**src/rtl/param_vending_fsm.sv**
```systemverilog
// rtl/param_vending_fsm.sv - parametrised vending controller: credit, per-item stock, dispense and change pulses
module param_vending_fsm #(
  parameter int NUM_ITEMS = 4,
  parameter int ITEM_W = 2,
  parameter int CREDIT_W = 8,
  parameter logic [CREDIT_W*NUM_ITEMS-1:0] PRICES = {8'd20, 8'd15, 8'd10, 8'd5},
  parameter int STOCK_W = 4,
  parameter int STOCK_INIT = 2
) (
  input  logic                 clk,
  input  logic                 rst,
  input  logic [3:0]           coin,
  input  logic                 sel_valid,
  input  logic [ITEM_W-1:0]    sel_item,
  input  logic                 cancel,
  input  logic                 restock,
  output logic [1:0]           state,
  output logic [CREDIT_W-1:0]  credit,
  output logic                 vend,
  output logic [ITEM_W-1:0]    vend_item,
  output logic                 chg_pulse,
  output logic                 coin_reject,
  output logic                 sel_err,
  output logic [NUM_ITEMS-1:0] sold_out
);

  typedef enum logic [1:0] {
    S_IDLE    = 2'd0,
    S_COLLECT = 2'd1,
    S_VEND    = 2'd2,
    S_CHANGE  = 2'd3
  } state_t;

  localparam logic [CREDIT_W:0]      CREDIT_MAX  = {1'b0, {CREDIT_W{1'b1}}};
  localparam logic [STOCK_W-1:0]     STOCK_RST   = STOCK_W'(STOCK_INIT);
  localparam logic [NUM_ITEMS-1:0]   SOLD_RST    = (STOCK_INIT == 0) ? '1 : '0;
  localparam logic [ITEM_W:0]        NUM_ITEMS_V = (ITEM_W + 1)'(NUM_ITEMS);

  state_t                st;
  logic [STOCK_W-1:0]    stock [NUM_ITEMS];
  logic [CREDIT_W-1:0]   price_tab [NUM_ITEMS];
  logic [CREDIT_W-1:0]   coin_val;
  logic [CREDIT_W:0]     coin_sum;
  logic                  coin_ok;
  logic                  coin_fits;
  logic                  coin_present;
  logic [CREDIT_W-1:0]   sel_price;
  logic                  sel_ok;

  assign state = st;

  always_comb begin
    for (int i = 0; i < NUM_ITEMS; i++) begin
      price_tab[i] = PRICES[i*CREDIT_W +: CREDIT_W];
    end
    coin_val = '0;
    case (coin)
      4'b0001: coin_val = CREDIT_W'(1);
      4'b0010: coin_val = CREDIT_W'(2);
      4'b0100: coin_val = CREDIT_W'(5);
      4'b1000: coin_val = CREDIT_W'(10);
      default: coin_val = '0;
    endcase
    coin_present = (coin != 4'b0000);
    coin_ok      = (coin_val != '0);
    coin_sum     = {1'b0, credit} + {1'b0, coin_val};
    coin_fits    = (coin_sum <= CREDIT_MAX);
    sel_price    = '0;
    sel_ok       = 1'b0;
    // Out-of-range indices (non power-of-two NUM_ITEMS) are refused outright.
    if ({1'b0, sel_item} < NUM_ITEMS_V) begin
      sel_price = price_tab[sel_item];
      sel_ok    = (stock[sel_item] != '0) && (credit >= sel_price);
    end
  end

  always_ff @(posedge clk) begin
    if (rst) begin
      st          <= S_IDLE;
      credit      <= '0;
      vend        <= 1'b0;
      vend_item   <= '0;
      chg_pulse   <= 1'b0;
      coin_reject <= 1'b0;
      sel_err     <= 1'b0;
      sold_out    <= SOLD_RST;
      for (int i = 0; i < NUM_ITEMS; i++) begin
        stock[i] <= STOCK_RST;
      end
    end else begin
      vend        <= 1'b0;
      chg_pulse   <= 1'b0;
      coin_reject <= 1'b0;
      sel_err     <= 1'b0;
      case (st)
        S_IDLE: begin
          if (restock) begin
            for (int i = 0; i < NUM_ITEMS; i++) begin
              stock[i] <= STOCK_RST;
            end
            sold_out <= SOLD_RST;
          end
          if (coin_ok) begin
            credit <= coin_val;
            st     <= S_COLLECT;
          end else if (coin_present) begin
            coin_reject <= 1'b1;
          end
        end
        S_COLLECT: begin
          if (cancel) begin
            coin_reject <= coin_present;
            st          <= S_CHANGE;
          end else if (sel_valid) begin
            coin_reject <= coin_present;
            if (!sel_ok) begin
              sel_err <= 1'b1;
            end else begin
              // Debit and dispense bookkeeping land together so vend coincides with the VEND state.
              vend                <= 1'b1;
              vend_item           <= sel_item;
              credit              <= credit - sel_price;
              stock[sel_item]     <= stock[sel_item] - 1'b1;
              sold_out[sel_item]  <= (stock[sel_item] == STOCK_W'(1));
              st                  <= S_VEND;
            end
          end else if (coin_ok && coin_fits) begin
            credit <= coin_sum[CREDIT_W-1:0];
          end else if (coin_present) begin
            coin_reject <= 1'b1;
          end
        end
        S_VEND: begin
          coin_reject <= coin_present;
          st          <= (credit != '0) ? S_CHANGE : S_IDLE;
        end
        S_CHANGE: begin
          coin_reject <= coin_present;
          if (credit != '0) begin
            chg_pulse <= 1'b1;
            credit    <= credit - 1'b1;
          end
          if (credit <= CREDIT_W'(1)) begin
            st <= S_IDLE;
          end
        end
        default: st <= S_IDLE;
      endcase
    end
  end

endmodule
```
**config.mk**
```make
export PLATFORM = sky130hd
export DESIGN_NAME = param_vending_fsm
export DESIGN_NICKNAME = d
export VERILOG_FILES = /design/src/rtl/param_vending_fsm.sv
export SDC_FILE = /design/constraint.sdc
export NUM_CORES = 1
export LEC_CHECK = 0
export ABC_AREA = 1
export BUFFER_PORTS_ARGS = -buffer_cell sky130_fd_sc_hd__buf_4
export CORE_UTILIZATION = 40
export CTS_CLUSTER_SIZE = 12
export DETAILED_ROUTE_END_ITERATION = 8
export HOLD_SLACK_MARGIN = 0.08
export PLACE_DENSITY = 0.59
export SYNTH_ARGS = -nofsm -noshare
export SYNTH_HDL_FRONTEND = slang
export SYNTH_SLANG_ARGS = --single-unit
```
**constraint.sdc**
```tcl
create_clock -name clk -period 2 [get_ports clk]
set_input_delay 0 -clock clk [delete_from_list [all_inputs] [get_ports clk]]
set_output_delay 0 -clock clk [all_outputs]
set_load 0.01 [all_outputs]
```
==> metrics.md <==
| Metric | Value |
|---|---|
| FF/Latch Area | `888.4 um2` |
| Vias per std cell | `5.083` |
| Clock transition at path regs | `0.08 ns` |
| Top_reg_cell synth | `dfxtp_1` |
| Most frequent cells in the layout | `buf_4, nand2_1, nor2_1` |
| Fill count | `680` |
| Switching share of total power | `47.39%` |
| Die X | `86.53 um` |
| Kind of critical path | `reg2reg` |
| CP Data Required Time | `2.18 ns` |
| Syn Nets | `429` |
| Total placed instance area | `3600 um2` |
| Crit path DAT | `2.21 ns` |
| P_int | `0.002734 W` |
| WL/cell | `14.34 um` |
| Clk pwr share | `10.3%` |
| Core area | `6832 um2` |
| Initial antenna violation count | `0` |
| Commonest non-fill, non-tap cell in the layout | `buf_4` |
| Buffers added on ports | `30` |
| Hold depth | `4` |
| RR Startpoint | `credit[0]` |
| Status | `complete, but fails checks` |
| Critical-path cell list | `buf_4 > ha_4 > inv_2 > fa_2 > inv_2 > nand3_2 > nand2_2 > inv_2 > nor2_4 > nor2_4 > nor2_4 > nor2_8 > buf_4 > nand3_1 > a21oi_1` |
| Number of nets in the layout | `525` |
| Clock Skews | `0.007175 ns` |
| Non-Filler Cell Area, Final | `3986 um2` |
| CP delay by family, top | `simple AND/OR/NAND/NOR gates` |
| Critical path endpoint category | `register` |
| Pin count of the biggest net entering global routing | `14` |
| Worst min-delay path class | `in2reg` |
| Synth Cell Area | `2858 um2` |
| Number of global-route vias before repair | `2859` |
| RR Endpoint | `credit[1]` |
| Final RePlAce weighted congestion | `0.8526` |
| DIE AREA | `7487 um2` |
| Setup ws final | `-0.02747 ns` |
| Worst-case clock buffer depth | `2` |
| Final Core Density | `58.35%` |
| Seq pwr share | `20.9%` |
| Max-slew headroom | `66.09%` |
| Residual DRC count | `0` |
| Core Rows | `30` |
| Initial core utilization | `41.83%` |
| Final-report hold violation count | `0` |
| Startpoint Class | `register` |
| Share of layout cells above drive strength 1 | `39.27%` |
| Pre-antenna DRT Iters | `5` |
| Post-DP HPWL | `6515 um` |
| Synth warn | `0` |
| CP max-delay cell | `dfxtp_4` |
| Net Switching | `0.002463 W` |
| Post-synthesis sequential area ratio | `30.82%` |
| PD cells | `1304 nW/um2` |
| Post-Syn Instances | `397` |
| CTS sink cnt | `36` |
| Post-synth EDFFs | `16` |
| Unrepaired setup endpoints after global routing | `yes` |
| Pins Over Slew Limit | `0` |
| CP bufs+invs | `5` |
| Hold_sp | `cancel` |
| Antenna cells | `0` |
| Area taken by multi-input logic gates | `1942 um2` |
| CTS root buffer | `clkbuf_8` |
| Drt total wl | `8463 um` |
| Peak VDD IR | `0.4977 mV` |
| Avg Cell Area, Syn | `7.198 um2` |
| Synthesis-to-finish area growth | `39.49%` |
| Final ANT Viol Nets | `0` |
| Worst r2r path cells | `15` |
| Minimum setup slack among reg-to-reg paths | `-0.03 ns` |
| Final Setup Violations | `20` |
| CTS tree | `yes` |
| Die Y | `86.53 um` |
| CTS Buf Count | `5` |
| Synth Register Bits | `36` |
| I/O pin total | `31` |
| H-tree levels | `2` |
| Count of max-cap constraint violations | `0` |
| Total number of vias | `2999` |
| Worst skew pair latency | `0.29 ns` |
| Least-Margin Pin Slew | `0.5069 ns` |
| Congestion Overflow GR | `0` |
| First-pass GRT wire length | `13610 um` |
| Tmin final | `2.027 ns` |
| Worst path max stage delay | `0.37 ns` |
| Total track usage | `23.75%` |
| Post-synthesis async set-or-reset flop share | `0%` |
| LEAKAGE | `1.833 nW` |
| Failing checks | `setup timing` |
| Drt first-iter violations | `190` |
| Worst hold endpoint | `sold_out[3]` |
| Fin crit share | `101.4%` |
| Worst hold slack | `0.1271 ns` |
| Worst-path maximum fanout | `8` |
| Fmax | `493.2 MHz` |
| Combinational share of power | `68.8%` |
| Yosys cell types | `40` |
## metal layers
| metal | GRT usage, % | part of all wire, % |
|---|---|---|
| met1 | 31.24 | 43 |
| met4 | 8.030 | 2.8 |
| met3 | 3.429 | 5.8 |
| met5 | 0 | 0 |
| met2 | 39.97 | 48 |
## worst max-delay path by stage
| stage | slack [ns] | end | cells after the start | start |
|---|---|---|---|---|
| 6_report | -0.03 | credit[1] | 15 | credit[0] |
| 5_1_grt | -0.14 | stock[3][1] | 14 | credit[0] |
| 4_1_cts | -0.05 | stock[3][1] | 14 | credit[0] |
| 3_5_place_dp | -0.12 | stock[3][2] | 15 | sel_item[0] |
| 3_3_place_gp | -0.12 | stock[0][2] | 14 | credit[0] |
| 2_1_floorplan | -0.03 | stock[3][0] | 14 | credit[0] |
## cell type report
class / instances / share of cell area, %
Clock buffer: 5 / 1.726
Sequential cell: 36 / 22.29
Timing Repair Buffer: 95 / 18.64
Clock inverter: 3 / 0.5964
Multi-Input combinational cell: 304 / 48.71
Tap cell: 96 / 3.013
Inverter: 51 / 5.022
## synthesized netlist by cell type (all sizes together) (4+ instances only)
cell,n,area (um2)
buf,6,40.04
nand2,101,419.2
nand3,42,235.2
nand4,14,87.58
nor2,55,297.8
o21ai,18,93.84
inv,49,186.4
nor3,4,20.02
edfxtp,16,480.5
ha,19,237.7
dfxtp,20,400.4
a21oi,29,145.1
## stage by stage
stage | worst slack [ns] | cells | total power (W) | setup TNS (ns)
6_report | -0.02747 | 590 | 0.005198 | -0.2916
5_1_grt | -0.1424 | 590 | 0.005581 | -3.453
4_1_cts | -0.04606 | 583 | 0.004849 | -0.6020
3_5_place_dp | -0.1159 | 568 | 0.004122 | -2.501
3_3_place_gp | -0.1230 | 568 | 0.004106 | -2.054
2_1_floorplan | -0.02937 | 397 | 0.003004 | -0.4690
## cell families after synthesis
| logic type | synth area share (%) |
|---|---|
| adder cells (fa/ha/maj) | 9.720 |
| AO/OA/AOI/OAI | 11.21 |
| flip-flops | 30.82 |
| XOR/XNOR | 1.226 |
| buffers and inverters | 8.363 |
| AND/OR/NAND/NOR | 38.66 |
## flip-flops by register name, summed over array words and instances (netlist names)
register and flops:
stock 16, state 2, sel_err 1, chg_pulse 1, credit 8, coin_reject 1
sold_out 4, vend_item 2, vend 1
## worst register-to-register path: cells and delay by family (launching register included)
kind	cells	cell delay [ns]
AOI/OAI and AO/OA	1	0.07
adders and majority gates	2	0.48
and+or+nand+nor	7	0.59
buffers and inverters	5	0.40
DFF	1	0.37
## power by group through the flow
| stage | sequential [W] | combinational [W] | clock [W] |
|---|---|---|---|
| after detailed placement | 0.00109 | 0.00303 | 0 |
| after global placement | 0.00109 | 0.00302 | 0 |
| after CTS | 0.00109 | 0.00321 | 0.000551 |
| final | 0.00109 | 0.00358 | 0.000536 |
| after global routing | 0.00111 | 0.00390 | 0.000579 |
| after floorplan | 0.00112 | 0.00189 | 0 |
## timing repair
action                                 in CTS  in global routing
gates cloned                                1                  0
endpoints found under the hold margin       9                  0
hold buffers                                1                  0
pin swaps                                   3                 12
setup endpoints to repair                  26                 48
resized for setup                          13                 34
setup buffers                               5                 10
Note: power is estimated with default switching activity, not from simulation.
